`src/rtl/mips_main_ctrl.sv`:
```
// mips_main_ctrl
//   Multi-cycle main control sequencer for the MIPS datapath. Each instruction
//   walks FETCH -> DECODE -> EXEC -> [MEM] -> [WB] and the block emits the
//   datapath strobes plus the 5-bit ALU class code for the ALU control decoder.
//   Memory accesses stall on mem_ready. Unsupported opcodes park the sequencer
//   in TRAP until reset.
//
// Ports
//   clk, reset_n       clock, asynchronous active-low reset
//   opcode, funct      IR[31:26], IR[5:0]; only looked at in DECODE
//   mem_ready          memory completed the current access this cycle
//   aluOp              ALU class code
//   mem_read/mem_write memory request, held until mem_ready
//   ir_write, pc_write IR load / unconditional PC update (end of FETCH)
//   pc_write_cond      branch-conditional PC update (EXEC of a branch)
//   reg_write          register file write enable (WB)
//   illegal            set while in TRAP
//   instr_done         one-cycle pulse on the last cycle of an instruction
//   state              current state, for debug
module mips_main_ctrl (
    input  logic       clk,
    input  logic       reset_n,
    input  logic [5:0] opcode,
    input  logic [5:0] funct,
    input  logic       mem_ready,
    output logic [4:0] aluOp,
    output logic       mem_read,
    output logic       mem_write,
    output logic       ir_write,
    output logic       pc_write,
    output logic       pc_write_cond,
    output logic       reg_write,
    output logic       illegal,
    output logic       instr_done,
    output logic [2:0] state
);

    typedef enum logic [2:0] {
        S_IDLE   = 3'd0,
        S_FETCH  = 3'd1,
        S_DECODE = 3'd2,
        S_EXEC   = 3'd3,
        S_MEM    = 3'd4,
        S_WB     = 3'd5,
        S_TRAP   = 3'd6
    } state_t;

    localparam logic [4:0] ALU_ADD = 5'b00010;

    state_t     state_q, state_d;
    logic [4:0] cls_q, cls_d;
    // Registers reset release so IDLE lasts one full cycle and the first
    // FETCH starts on the second rising edge after reset_n goes high.
    logic       run_q, run_d;

    logic [4:0] dec_cls;
    logic       dec_ok;
    logic       is_br, is_load, is_store;

    // Class codes group naturally: bit4 = branch, 010xx = load, 011xx = store.
    assign is_br    = cls_q[4];
    assign is_load  = (cls_q[4:2] == 3'b010);
    assign is_store = (cls_q[4:2] == 3'b011);

    // Opcode/funct to class code.
    always_comb begin
        dec_cls = 5'b00000;
        dec_ok  = 1'b1;
        case (opcode)
            6'b000000: dec_cls = 5'b00000;
            6'b011100: begin
                dec_cls = 5'b00001;
                dec_ok  = (funct == 6'b100000) || (funct == 6'b100001);
            end
            6'b001000, 6'b001001: dec_cls = 5'b00010;
            6'b001010, 6'b001011: dec_cls = 5'b00011;
            6'b001100: dec_cls = 5'b00100;
            6'b001101: dec_cls = 5'b00101;
            6'b001110: dec_cls = 5'b00110;
            6'b100011, 6'b100001: dec_cls = 5'b01000;
            6'b100101: dec_cls = 5'b01001;
            6'b100000: dec_cls = 5'b01010;
            6'b100100: dec_cls = 5'b01011;
            6'b111111: dec_cls = 5'b01100;
            6'b101011: dec_cls = 5'b01101;
            6'b101001: dec_cls = 5'b01110;
            6'b101000: dec_cls = 5'b01111;
            6'b000100: dec_cls = 5'b10000;
            6'b000111: dec_cls = 5'b10101;
            6'b000110: dec_cls = 5'b10110;
            default:   dec_ok  = 1'b0;
        endcase
    end

    // Next state / class register.
    always_comb begin
        state_d = state_q;
        cls_d   = cls_q;
        run_d   = 1'b1;
        case (state_q)
            S_IDLE:   if (run_q) state_d = S_FETCH;
            S_FETCH:  if (mem_ready) state_d = S_DECODE;
            S_DECODE: begin
                cls_d   = dec_cls;
                state_d = dec_ok ? S_EXEC : S_TRAP;
            end
            S_EXEC: begin
                if (is_br)                    state_d = S_FETCH;
                else if (is_load || is_store) state_d = S_MEM;
                else                          state_d = S_WB;
            end
            S_MEM:    if (mem_ready) state_d = is_load ? S_WB : S_FETCH;
            S_WB:     state_d = S_FETCH;
            S_TRAP:   state_d = S_TRAP;
            default:  state_d = S_IDLE;
        endcase
    end

    always_ff @(posedge clk or negedge reset_n) begin
        if (!reset_n) begin
            state_q <= S_IDLE;
            cls_q   <= 5'b00000;
            run_q   <= 1'b0;
        end else begin
            state_q <= state_d;
            cls_q   <= cls_d;
            run_q   <= run_d;
        end
    end

    // Strobes come from state/class only; mem_ready qualifies the handshake
    // completions. Reset forces state_q to IDLE so every strobe drops at once.
    always_comb begin
        aluOp         = 5'b00000;
        mem_read      = 1'b0;
        mem_write     = 1'b0;
        ir_write      = 1'b0;
        pc_write      = 1'b0;
        pc_write_cond = 1'b0;
        reg_write     = 1'b0;
        illegal       = 1'b0;
        instr_done    = 1'b0;
        case (state_q)
            S_FETCH: begin
                aluOp    = ALU_ADD;
                mem_read = 1'b1;
                ir_write = mem_ready;
                pc_write = mem_ready;
            end
            S_DECODE: aluOp = ALU_ADD;
            S_EXEC: begin
                aluOp         = cls_q;
                pc_write_cond = is_br;
                instr_done    = is_br;
            end
            S_MEM: begin
                aluOp      = cls_q;
                mem_read   = is_load;
                mem_write  = is_store;
                instr_done = is_store && mem_ready;
            end
            S_WB: begin
                aluOp      = cls_q;
                reg_write  = 1'b1;
                instr_done = 1'b1;
            end
            S_TRAP:  illegal = 1'b1;
            default: ;
        endcase
    end

    assign state = state_q;

endmodule

```
`config.mk`:
```
export PLATFORM = sky130hd
export DESIGN_NAME = mips_main_ctrl
export DESIGN_NICKNAME = d
export VERILOG_FILES = /design/src/rtl/mips_main_ctrl.sv
export SDC_FILE = /design/constraint.sdc
export NUM_CORES = 1
export LEC_CHECK = 0
export ABC_CLOCK_PERIOD_IN_PS = 3000
export BUFFER_PORTS_ARGS = -buffer_cell sky130_fd_sc_hd__buf_4
export CAP_MARGIN = 20
export CORE_MARGIN = 3
export CORE_UTILIZATION = 53
export CTS_BUF_LIST = sky130_fd_sc_hd__clkbuf_16
export DETAILED_ROUTE_END_ITERATION = 6
export PLACE_DENSITY_LB_ADDON = 0.12
export SETUP_SLACK_MARGIN = 0.3
export SYNTH_ARGS = -nofsm -noshare
export SYNTH_HDL_FRONTEND = slang
export SYNTH_SLANG_ARGS = --single-unit
```
`constraint.sdc`:
```
create_clock -name clk -period 3 [get_ports clk]
set_input_delay 0.6 -clock clk [delete_from_list [all_inputs] [get_ports clk]]
set_output_delay 0.6 -clock clk [all_outputs]
set_load 0.01 [all_outputs]
```
==> results by stage, run 1 <==
Critical path:
- Counting buffers and inverters, the worst setup path is 6 cells deep.
- The required time of the critical path is between 2 and 2.5 ns.
- The count of cells along the worst register-to-register path is 2.
- The cell family with the largest share of critical-path delay is flip-flops.
- On the critical path, the stage with the largest delay is an instance of sky130_fd_sc_hd__dfrtp_1.
- The number of buffers and inverters on the critical path is 2.
- The highest fanout seen on the critical path is 9.
- The sort of element at the start of the critical path is a register.
- The worst setup path is captured at a primary output.
- Data arrives at the worst endpoint at 1.62 ns.
- The largest stage delay on the critical path is 0.49 ns.
- The startpoint-to-endpoint class of the critical path is reg2out.
- The signal on the critical path passes through inv_2 > nor2_1 > nand2_1 > o21ai_1 > and2_1 > buf_4.

Cells and area:
- From synthesis to final layout, the design area changed by 27.35%.
- The number of antenna diodes in the final layout is 0.
- The number of inserted filler cells in the final layout is 130.
- The register area is 225.2 um^2.
- Measured on the finished design, the core utilization comes to 0.7370.
- The final-stage net count is 157.
- The share of layout cells above drive strength 1 is 0.3050.
- The multi-input gate area in the final layout is 579.3 um^2.

Global route:
- The aggregate global routing overflow is 0.
- The number of antenna violations at the first check in global routing is 0.
- The first global-routing pass estimated roughly 3300 um of wire.
- Entering global routing, the biggest net connects 18 pins.
- The overall routing resource usage is 0.2181.
- The via count of the first global-routing pass is 731.

Clocking:
- Counting every sink on the clock net gives 9.
- The later pin in the worst-skew pair is clocked with a latency of between 0.2 and 0.25 ns.
- The TritonCTS clock tree is yes.
- The deepest level of the CTS H-tree is 1.
- The library cell used as clock root buffer is sky130_fd_sc_hd__clkbuf_16.
- The number of buffers inserted by hold repair at cts is 0.
- Gates resized during post-CTS repair numbered 0.
- Buffers inserted during clock tree synthesis total 3.
- The longest clock path from root to sink contains 2 buffers.
- The buffers inserted during post-CTS setup optimization is 0.
- The clock-pin transition on the worst setup and hold timing paths is 0.04 ns.

Run:
- Across the run, the number of max-cap violations was 0.

Synth:
- The predominant post-synthesis flop cell is sky130_fd_sc_hd__dfrtp_1.
- Sorting the synthesized cells by area gives the leading types as sky130_fd_sc_hd__dfrtp_1 25%, sky130_fd_sc_hd__nand2_1 5.0%, sky130_fd_sc_hd__nor2_1 4.6%.
- Synthesis inferred 9 register bits.
- The synthesized design contains 0 enable-type register cells.
- In this run, distinct cell masters in the synthesized netlist total 44.
- The combined area of all synthesized cells is just under 900 um^2.
- The number of instances in the synthesized netlist is ~120.
- The fraction of registers with async set or reset after synthesis is 1.000.
- The share of synthesized area in the top cell type comes to 0.2525.
- The average instance area after synthesis is 7.625 um^2.
- The count of warnings emitted by yosys is 0.
- The number of nets handed over by synthesis was 132.
- The cell taking the most area after synthesis is sky130_fd_sc_hd__dfrtp_1.
- The sequential cell area fraction in the yosys report is 0.2525.

Die:
- After floorplanning, the core was divided into 14 placement rows.
- In this run the vertical extent of the chip is about 47 um.
- The floorplan die area is 2211 um^2.
- For this design the top-level I/O count stands at 31.
- The core outline area is ~1500 um^2.
- The die is 47.03 um wide.
- For this configuration, the core starts out at a cell density of 0.5787.

Place:
- The final weighted congestion in routability-driven placement is 0.8486.
- The count of buffers added on input and output ports is 29.
- The estimated wirelength of the detail-placed design is 1646 um.

Timing:
- Based on the critical path, the design can be clocked at up to 449.8 MHz.
- The worst hold slack after final layout is ~0.18 ns.
- The number of endpoints with negative hold slack in the final report was 0.
- The max-slew violation count is 0.
- After layout, the minimum clock period comes to 2.223 ns.
- The total setup violations reported at the end of the flow is 0.
- The share of the clock period used by the worst path is 0.7411.
- Setup repair after global routing left no endpoint under its margin.
- The setup TNS after final layout is 0 ns.
- The final clock skew is approximately 0.00078 ns.

Route:
- The total number of vias is 951.
- For this run, design rule violations remaining after detail routing come to 0.
- The detail-routed via count per cell is 6.057.
- The number of design-rule violations left by the first detailed-router iteration is 10.
- Wires add up to roughly 2200 um.
- Dividing the detail-routed wire length by the instance count gives 13.97 um.
- The pre-antenna-repair detailed-routing pass consisted of 4 iterations.
- The remaining antenna violation count is 0.

Pwr:
- The power density over cell area is about 770 nW/um^2.
- Power comes to between 0.8 and 0.9 mW.
- VDD sags by at most between 0.0006 and 0.0007 V.
- The leakage dissipation is 0.5482 nW.

Min path:
- The worst hold path belongs to the class in2async.

Run status:
- The flow ran to the end, and the final reports show no timing, DRC or antenna violations.
cells in the final DEF (no fill, tap or decap), types with 2 or more instances in the layout:
master,count
sky130_fd_sc_hd__a21oi_1,6
sky130_fd_sc_hd__and2_1,6
sky130_fd_sc_hd__and3_1,4
sky130_fd_sc_hd__buf_4,29
sky130_fd_sc_hd__clkbuf_16,3
sky130_fd_sc_hd__dfrtp_1,9
sky130_fd_sc_hd__inv_1,3
sky130_fd_sc_hd__inv_2,2
sky130_fd_sc_hd__nand2_1,12
sky130_fd_sc_hd__nand2b_1,4
sky130_fd_sc_hd__nand3_1,2
sky130_fd_sc_hd__nand4_1,3
sky130_fd_sc_hd__nor2_1,11
sky130_fd_sc_hd__nor2b_1,5
sky130_fd_sc_hd__nor2b_4,2
sky130_fd_sc_hd__nor3_1,4
sky130_fd_sc_hd__nor4_1,2
sky130_fd_sc_hd__o21ai_0,3
sky130_fd_sc_hd__o21ai_1,8
kinds of logic after synthesis:
group / after synthesis / synth area share
AO/OA/AOI/OAI: 32 / 0.2525
buffers and inverters: 13 / 0.09817
flip-flops: 9 / 0.2525
multiplexers: 2 / 0.02384
other: 1 / 0.004204
AND/OR/NAND/NOR: 60 / 0.3689
layout make-up:
class                      instances  share of cell area
clock buffer                       3             0.06608
clock inverter                     1            0.003304
inverter                           4             0.01322
multi-input combinational         95              0.5099
sequential                         9              0.1982
tap                               16             0.01762
timing repair buffer              29              0.1916
cell usage after synthesis (2+ instances only):
cell and number:
sky130_fd_sc_hd__a21oi_1 6, sky130_fd_sc_hd__and2_1 6, sky130_fd_sc_hd__and3_1 4, sky130_fd_sc_hd__buf_4 4
sky130_fd_sc_hd__buf_6 3, sky130_fd_sc_hd__dfrtp_1 9, sky130_fd_sc_hd__inv_1 2, sky130_fd_sc_hd__inv_2 2
sky130_fd_sc_hd__nand2_1 12, sky130_fd_sc_hd__nand2b_1 4, sky130_fd_sc_hd__nand3_1 2, sky130_fd_sc_hd__nand4_1 3
sky130_fd_sc_hd__nor2_1 11, sky130_fd_sc_hd__nor2b_1 5, sky130_fd_sc_hd__nor2b_4 2, sky130_fd_sc_hd__nor3_1 4
sky130_fd_sc_hd__nor4_1 2, sky130_fd_sc_hd__o21ai_0 3, sky130_fd_sc_hd__o21ai_1 8
registers in the layout (all words and copies together), names as in the netlist:
name / cells
cls_q: 5
state: 3
run_q: 1
power by group:
part	switching, mW	leakage [nW]	internal, mW
clock network	0.0599	0.0423	0.174
logic	0.203	0.389	0.190
registers	0.0734	0.117	0.169
layer usage:
metal | vias up | track usage | share of wire
met3 | 3 | 0.05747 | 0.078
met2 | 42 | 0.3388 | 0.48
met4 | 0 | 0.08287 | 0.016
met5 | - | 0 | 0
li1 | 462 | - | -
met1 | 444 | 0.2897 | 0.43
worst paths after layout:
path                       startpoint  endpoint  slack [ns]
min in group clk             cls_q[0]  cls_q[0]        0.49
max                          state[0]  aluOp[0]        0.78
max reg2reg                  state[1]  cls_q[2]        1.45
min                           reset_n  state[1]        0.18
max in group asynchronous     reset_n     run_q        2.68
min reg2reg                  cls_q[0]  cls_q[0]        0.49
per-stage QoR:
stage	cell area, um^2	worst slack [ns]	instances
3_3_place_gp	1057	1.078	153
6_report	1136	0.7768	157
2_1_floorplan	892.1	1.129	117
5_1_grt	1136	0.6344	157
3_5_place_dp	1057	1.039	153
4_1_cts	1136	0.7714	157
(Power assumes the default switching activity.)
==> inputs of run 2 (changes only) <==
--- a/config.mk
+++ b/config.mk
@@ -5,11 +5,11 @@
 export SDC_FILE = /design/constraint.sdc
 export NUM_CORES = 1
 export LEC_CHECK = 0
-export ABC_CLOCK_PERIOD_IN_PS = 3000
+export ABC_CLOCK_PERIOD_IN_PS = 1900
 export BUFFER_PORTS_ARGS = -buffer_cell sky130_fd_sc_hd__buf_4
 export CAP_MARGIN = 20
 export CORE_MARGIN = 3
-export CORE_UTILIZATION = 53
+export CORE_UTILIZATION = 44
 export CTS_BUF_LIST = sky130_fd_sc_hd__clkbuf_16
 export DETAILED_ROUTE_END_ITERATION = 6
 export PLACE_DENSITY_LB_ADDON = 0.12
==> constraint.sdc (replaced) <==
create_clock -name clk -period 1.9 [get_ports clk]
set_input_delay 0.38 -clock clk [delete_from_list [all_inputs] [get_ports clk]]
set_output_delay 0.38 -clock clk [all_outputs]
set_load 0.01 [all_outputs]
==> run 2 against run 1 <==
Sequential cell count stayed put. Hold slack improved by 0.24 ns. Critical path depth down 1. Wire length increased by 25%. Final cell count is 13% higher. Power rose by 97%. Clock power rose by 56%. Sequential share of layout area decreased by 2.6 points.
==> results by stage, run 2 (synthesized netlist as in run 1, its figures left out) <==
Clocking:
- The later-pin clock latency in the skew report is 0.23 ns (about the same).
- The clock-pin transition on the worst setup and hold timing paths is 0.04 ns (about the same).
- The maximum clock insertion buffer count is 2 (unchanged).
- The deepest level of the CTS H-tree is 1 (unchanged).
- The tree is rooted in a sky130_fd_sc_hd__clkbuf_16.
- TritonCTS built the clock tree.
- The number of clock buffers inserted by TritonCTS is 3 (unchanged).
- The clock sink count is 9 (unchanged).

Critical path:
- The critical register-to-register path startpoint is state[1].
- STA classifies the critical path startpoint as a register.
- The worst reg-to-reg setup slack is 0.45 ns (-1.00 ns).
- The most numerous cell on the critical path is sky130_fd_sc_hd__nor2_1.
- The highest fanout seen on the critical path is 4 (-5).
- The required time of the critical path is 1.52 ns (-0.88 ns).
- The critical register-to-register path endpoint is cls_q[2].
- The cell with the biggest individual delay on the critical path is sky130_fd_sc_hd__dfrtp_1.
- The signal on the critical path passes through buf_6 > nor4_2 > nor2_1 > nor2_1 > buf_4.
- The count of cells along the worst register-to-register path is 4 (+2).
- The worst setup path is of the reg2out kind.
- STA classifies the critical path endpoint as a primary output.
- The worst endpoint data arrival time is 1.39 ns (-0.23 ns).
- The largest stage delay on the critical path is 0.40 ns (-0.09 ns).

Cells and area:
- The share of layout cells above drive strength 1 is 0.4314 (+0.1264).
- The area overhead of the layout relative to synthesis is 47.97%.
- The number of flip-flops in the largest register is 5 (unchanged).
- The non-filler instance count after layout is 178 (+13%).
- The most common cell after layout, fill and taps aside is sky130_fd_sc_hd__buf_4.
- The count of antenna diodes in the layout was 0 (unchanged).
- The final-stage net count is 169 (+7.6%).
- The top register by number of flip-flops is cls_q.
- In the layout the commonest cells are 35 x sky130_fd_sc_hd__buf_4, 11 x sky130_fd_sc_hd__nand2_1, 9 x sky130_fd_sc_hd__o21ai_1, 9 x sky130_fd_sc_hd__nor2_1, 7 x sky130_fd_sc_hd__dfrtp_1.

Timing:
- The setup TNS after final layout was 0 ns (unchanged).
- The total setup violations reported at the end of the flow is 0 (unchanged).
- The final clock skew came to 0.0005046 ns (-0.0002745 ns).
- Of the available clock period, the critical path in the final layout requires 0.9333.
- The max-slew violation count is 0 (unchanged).
- Setup repair after global routing could not meet its margin everywhere.
- After layout, the minimum clock period comes to ~1.8 ns.
- The setup slack after layout is 0.1267 ns (-0.6500 ns).
- The number of endpoints with negative hold slack in the final report is 0 (unchanged).
- Timing would allow up to 563.9 MHz.

Global route:
- The met2 capacity usage during global routing is 0.4077 (+0.06897).
- The met3 track demand over resource is 0.03499 (-0.02249).
- The number of antenna violations at the first check in global routing is 0 (unchanged).
- The global routing stage identified its most utilized layer as met2.
- The aggregate global routing overflow came to 0 (unchanged).
- The global-route wire length before repair is 4271 um (+29%).
- The met1 track demand over resource in global routing is 0.2134 (-0.07634).
- The via count of the first global-routing pass is 966 (+32%).
- The overall routing resource usage is 0.2213 (+0.003127).
- The maximum number of pins on one net before global-route repair was 14 (-4).

Route:
- The first-pass iteration count of the detailed router is 4 (unchanged).
- The post-detailed-routing wire length is 2732 um (+25%).
- The remaining antenna violation count came to 0 (unchanged).
- The total number of vias was 1013 (+6.5%).
- The detail-routed via count per cell is 5.691 (-6.0%).
- The number of design-rule violations left by the first detailed-router iteration is 23 (+13).
- The count of unresolved DRC violations after routing is 0 (unchanged).
- The detailed-route wire length per cell is 15.35 um (+9.8%).

Min path:
- The beginning of the worst hold path is opcode[4].
- The worst hold path was traced through 2 stages.
- In this run the worst hold path is classified as in2reg.
- The terminating pin of the worst hold path is cls_q[1].

Die:
- The core outline area is 1821 um^2 (+18%).
- The total I/O pin count was 31 (unchanged).
- The floorplan die area was 2604 um^2 (+18%).
- The number of standard-cell rows in the floorplan was 15 (+1).
- The horizontal die dimension is 51.03 um (+8.5%).
- The starting density of the core is 0.4900 (-0.08870).
- The die height was 51.03 um (+8.5%).

Pwr:
- The maximum VDD drop is 0.0008900 V (+40%).
- The power density over cell area was 1297 nW/um^2 (+70%).
- The leakage dissipation came to 0.6243 nW (+14%).

Place:
- The total instance count after detailed placement was 163 (+6.5%).
- The worst setup slack after placement is 0.2507 ns (-0.7880 ns).
- The count of input and output buffers is 29 (unchanged).
- The estimated wirelength of the detail-placed design is 1610 um (-2.2%).
- The final weighted congestion in routability-driven placement was 0.8474 (-0.14%).

Run:
- The number of violations of the max-capacitance limit is 0 (unchanged).

Run status:
- The flow ran to the end, and the final reports show no timing, DRC or antenna violations.
## run 2: layer usage
| layer | part of all wire | wire, um |
|---|---|---|
| met1 | 0.40 | 1085 |
| met2 | 0.52 | 1414 |
| met3 | 0.048 | 131 |
| met4 | 0.037 | 100 |
| met5 | 0 | 0 |
## run 2: worst max-delay path by stage
stage	slack, ns	startpoint	depth (start not counted)	to
3_3_place_gp	0.27	state[1]	5	instr_done
5_1_grt	0.04	state[0]	5	mem_read
4_1_cts	0.19	state[2]	5	aluOp[3]
2_1_floorplan	0.31	state[0]	4	instr_done
6_report	0.13	state[0]	5	mem_read
3_5_place_dp	0.25	state[1]	5	instr_done
## run 2: cell type report
cell class / instances / area [um^2]
Inverter: 4 / 17.52
Clock inverter: 1 / 3.754
Tap cell: 25 / 31.28
Multi-Input combinational cell: 95 / 641.9
Fill cell: 141 / 500.5
Clock buffer: 3 / 75.07
Sequential cell: 9 / 227.7
Timing Repair Buffer: 41 / 322.8
## run 2: what timing repair did
action,in CTS,in global routing
buffers inserted,9,1
hold buffers,1,0
hold endpoints to repair,9,0
setup endpoints to repair,11,13
gates resized for setup,11,11
pin swaps,3,3
## run 2: power by group
group / internal (mW) / total (mW) / switching, mW
sequential: 0.270 / 0.365 / 0.0943
clock: 0.275 / 0.364 / 0.0895
combinational: 0.480 / 0.983 / 0.503
## run 2: through the flow
| stage | utilization | total power, mW | area (um^2) | hold WS (ns) |
|---|---|---|---|---|
| CTS | 0.6983 | 1.579 | 1271 | 0.4239 |
| floorplan | - | 0.7775 | 902.1 | 0.08441 |
| global placement | 0.5966 | 1.010 | 1086 | 0.2051 |
| global route | 0.7251 | 1.821 | 1320 | 0.4370 |
| finish | 0.7251 | 1.712 | 1320 | 0.4261 |
| detailed placement | 0.5966 | 1.030 | 1086 | 0.2090 |
## run 2: worst max-delay path: cells and delay by family (launching register included)
family,cells,cell delay (ns)
buf+inv,2,0.28
flops,1,0.40
simple gates,3,0.46
==> inputs of run 3 (changes only) <==
--- a/config.mk
+++ b/config.mk
@@ -6,7 +6,7 @@
 export NUM_CORES = 1
 export LEC_CHECK = 0
 export ABC_CLOCK_PERIOD_IN_PS = 1900
-export BUFFER_PORTS_ARGS = -buffer_cell sky130_fd_sc_hd__buf_4
+export BUFFER_PORTS_ARGS = -buffer_cell sky130_fd_sc_hd__clkbuf_2
 export CAP_MARGIN = 20
 export CORE_MARGIN = 3
 export CORE_UTILIZATION = 44
==> run 3 against run 2 <==
Design area decreased by 2.5%. Largest cell class unchanged. Via count increased by 2.5%. Setup slack improved by 0.057 ns. Non-clock buffer count increased by 5. Utilization decreased by 1.8 points. Sequential cell count unchanged. First-iteration DRC count decreased by 43%. Wire length decreased by 7.5%. Register-to-register slack got worse by 0.13 ns. Critical path type unchanged.
==> results by stage, run 3 (synthesized netlist as in run 1, its figures left out) <==
Die:
- The starting density of the core came to 0.4900 (unchanged).
- The core outline area is 1821 um^2 (unchanged).
- The floorplan die area is 2604 um^2 (unchanged).
- The number of standard-cell rows in the floorplan was 15 (unchanged).
- The die height is 51.03 um (unchanged).
- The total I/O pin count is 31 (unchanged).
- The horizontal die dimension was 51.03 um (unchanged).

Cells and area:
- In the layout the commonest cells are 26 x sky130_fd_sc_hd__clkbuf_2, 12 x sky130_fd_sc_hd__buf_4, 10 x sky130_fd_sc_hd__nand2_1.
- The register area is 227.7 um^2 (unchanged).
- The share of layout cells above drive strength 1 was 0.4620 (+0.03065).
- The most common cell after layout, fill and taps aside is sky130_fd_sc_hd__clkbuf_2.
- The final-stage net count is 174 (+3.0%).
- The multi-input gate area in the final layout is 648.1 um^2 (+0.97%).
- The number of flip-flops in the largest register is 5 (unchanged).
- The area growth from synthesis to layout is 44.32%.
- The top register by number of flip-flops is cls_q.
- The count of antenna diodes in the layout came to 0 (unchanged).
- The number of inserted filler cells in the final layout is 148 (+5.0%).

Global route:
- The via count of the first global-routing pass was 938 (-2.9%).
- The overall routing resource usage is 0.2075 (-0.01378).
- The maximum number of pins on one net before global-route repair came to 14 (unchanged).
- The aggregate global routing overflow is 0 (unchanged).
- The number of antenna violations at the first check in global routing came to 0 (unchanged).
- The global-route wire length before repair was 4174 um (-2.3%).

Route:
- The detailed-route wire length per cell was 13.80 um (-10%).
- The remaining antenna violation count came to 0 (unchanged).
- The highest metal layer with signal wires is met4.
- The count of unresolved DRC violations after routing came to 0 (unchanged).
- The met3 wirelength from detailed routing came to 130 um (-0.76%).
- The detail-routed via count per cell was 5.672 (-0.33%).
- The post-detailed-routing wire length was 2526 um (-7.5%).
- The number of design-rule violations left by the first detailed-router iteration is 13 (-43%).
- The met2 layer wire length in the routed design is 1258 um (-11%).
- The met1 wire length is 1091 um (+0.55%).
- The total number of vias came to 1038 (+2.5%).
- The first-pass iteration count of the detailed router was 4 (unchanged).

Run:
- The number of violations of the max-capacitance limit came to 0 (unchanged).

Critical path:
- The count of cells along the worst register-to-register path came to 4 (unchanged).
- The required time of the critical path is 1.52 ns (about the same).
- The critical path goes through inv_4 > nor2_2 > nand2_2 > nor3_4 > a211o_1 > clkbuf_2.
- The largest stage delay on the critical path is 0.45 ns (+0.05 ns).
- The worst setup path is captured at a primary output.
- The slowest stage of the critical path belongs to the cell sky130_fd_sc_hd__dfrtp_2.
- The worst endpoint data arrival time came to 1.34 ns (-0.05 ns).
- The sort of element at the start of the critical path is a register.
- The highest fanout seen on the critical path was 5 (+1).
- By startpoint and endpoint, the worst setup path is classified as reg2out.

Timing:
- The share of the clock period used by the worst path came to 0.9034 (-0.02990).
- The total setup violations reported at the end of the flow was 0 (unchanged).
- The final clock skew is 0.0003499 ns (-0.0001548 ns).
- The worst hold slack after final layout is 0.4846 ns (+0.05858 ns).
- Setup repair after global routing could not meet its margin everywhere.
- The max-slew violation count is 0 (unchanged).
- The setup slack after layout is 0.1836 ns (+0.05682 ns).
- The final critical delay including setup and external delays is 1.716 ns (-0.05682 ns).
- The maximum operating frequency is 582.6 MHz (+3.3%).
- The setup TNS after final layout is 0 ns (unchanged).
- The number of endpoints with negative hold slack in the final report is 0 (unchanged).

Clocking:
- The maximum clock insertion buffer count is 2 (unchanged).
- The library cell used as clock root buffer is sky130_fd_sc_hd__clkbuf_16.
- The later-pin clock latency in the skew report is 0.23 ns (about the same).
- TritonCTS built the clock tree.
- The deepest level of the CTS H-tree was 1 (unchanged).
- The clock-pin transition on the worst setup and hold timing paths is 0.04 ns (about the same).
- The clock sink count came to 9 (unchanged).
- The number of clock buffers inserted by TritonCTS was 3 (unchanged).

Run status:
- The flow ran to the end, and the final reports show no timing, DRC or antenna violations.

Min path:
- The hold path depth is 2 (unchanged).
- The worst min-delay path category is reg2reg.

Place:
- The final weighted congestion in routability-driven placement is 0.8354 (-1.4%).
- The estimated wirelength of the detail-placed design is 1601 um (-0.57%).
- The count of input and output buffers is 29 (unchanged).
- The worst setup slack after placement is 0.2562 ns (+0.005571 ns).

Pwr:
- The leakage dissipation came to 0.6287 nW (+0.71%).
- The overall power after layout is 1.689 mW (-1.3%).
- The power density over cell area is 1312 nW/um^2 (+1.2%).
- The maximum VDD drop was 0.0007500 V (-16%).
-- run 3: cell types whose count changed in the layout (fill, tap and decap cells not counted), sizes merged --
| cell | previous run | this run |
|---|---|---|
| clkbuf | 3 | 29 |
| buf | 40 | 19 |
-- run 3: power breakdown --
| group | switching [mW] | internal, mW | leakage, nW |
|---|---|---|---|
| Clock | 0.0841 | 0.274 | 0.0423 |
| Combinational | 0.493 | 0.473 | 0.472 |
| Sequential | 0.0950 | 0.270 | 0.114 |
| Total | 0.672 | 1.02 | 0.629 |
-- run 3: worst paths after layout --
| check | startpoint | endpoint | slack, ns |
|---|---|---|---|
| setup / recovery | state[2] | instr_done | 0.18 |
| hold / removal | cls_q[0] | cls_q[0] | 0.48 |
| setup reg to reg | state[1] | cls_q[2] | 0.32 |
| hold reg to reg | cls_q[0] | cls_q[0] | 0.48 |
| max in group asynchronous | reset_n | state[1] | 1.15 |
| min in group asynchronous | reset_n | cls_q[4] | 0.54 |
-- run 3: cell type report --
| cell class | instances | share of cell area |
|---|---|---|
| multi-input cells | 95 | 0.5034 |
| inverters | 4 | 0.01361 |
| clock buffers | 3 | 0.05831 |
| flip-flops and latches | 9 | 0.1769 |
| well taps | 25 | 0.02430 |
| clock inverters | 1 | 0.002915 |
| repair buffers | 46 | 0.2206 |
-- run 3: what timing repair did --
action                                 4_1_cts  5_1_grt
pin swaps                                    2        2
setup buffers                               10        5
resized for setup                           13       12
hold buffers                                 1        0
setup endpoints to repair                   11       11
endpoints found under the hold margin        5        0
-- run 3: per-layer routing --
layer,global-route usage,vias up
met5,0,-
met4,0.08072,0
met3,0.02624,7
met2,0.3755,41
met1,0.2450,491
li1,-,499
-- run 3: critical path, delay by kind of cell, from the launching register on --
kind / cells / cell delay [ns]
and+or+nand+nor: 3 / 0.18
AOI/OAI and AO/OA: 1 / 0.24
buffers and inverters: 2 / 0.23
DFF: 1 / 0.45
-- run 3: stage by stage --
stage               area [um^2]    util  instances
finish                     1287  0.7072        183
floorplan                 902.1       -        117
global placement           1013  0.5567        163
global route               1287  0.7072        183
detailed placement         1013  0.5567        163
CTS                        1225  0.6729        178
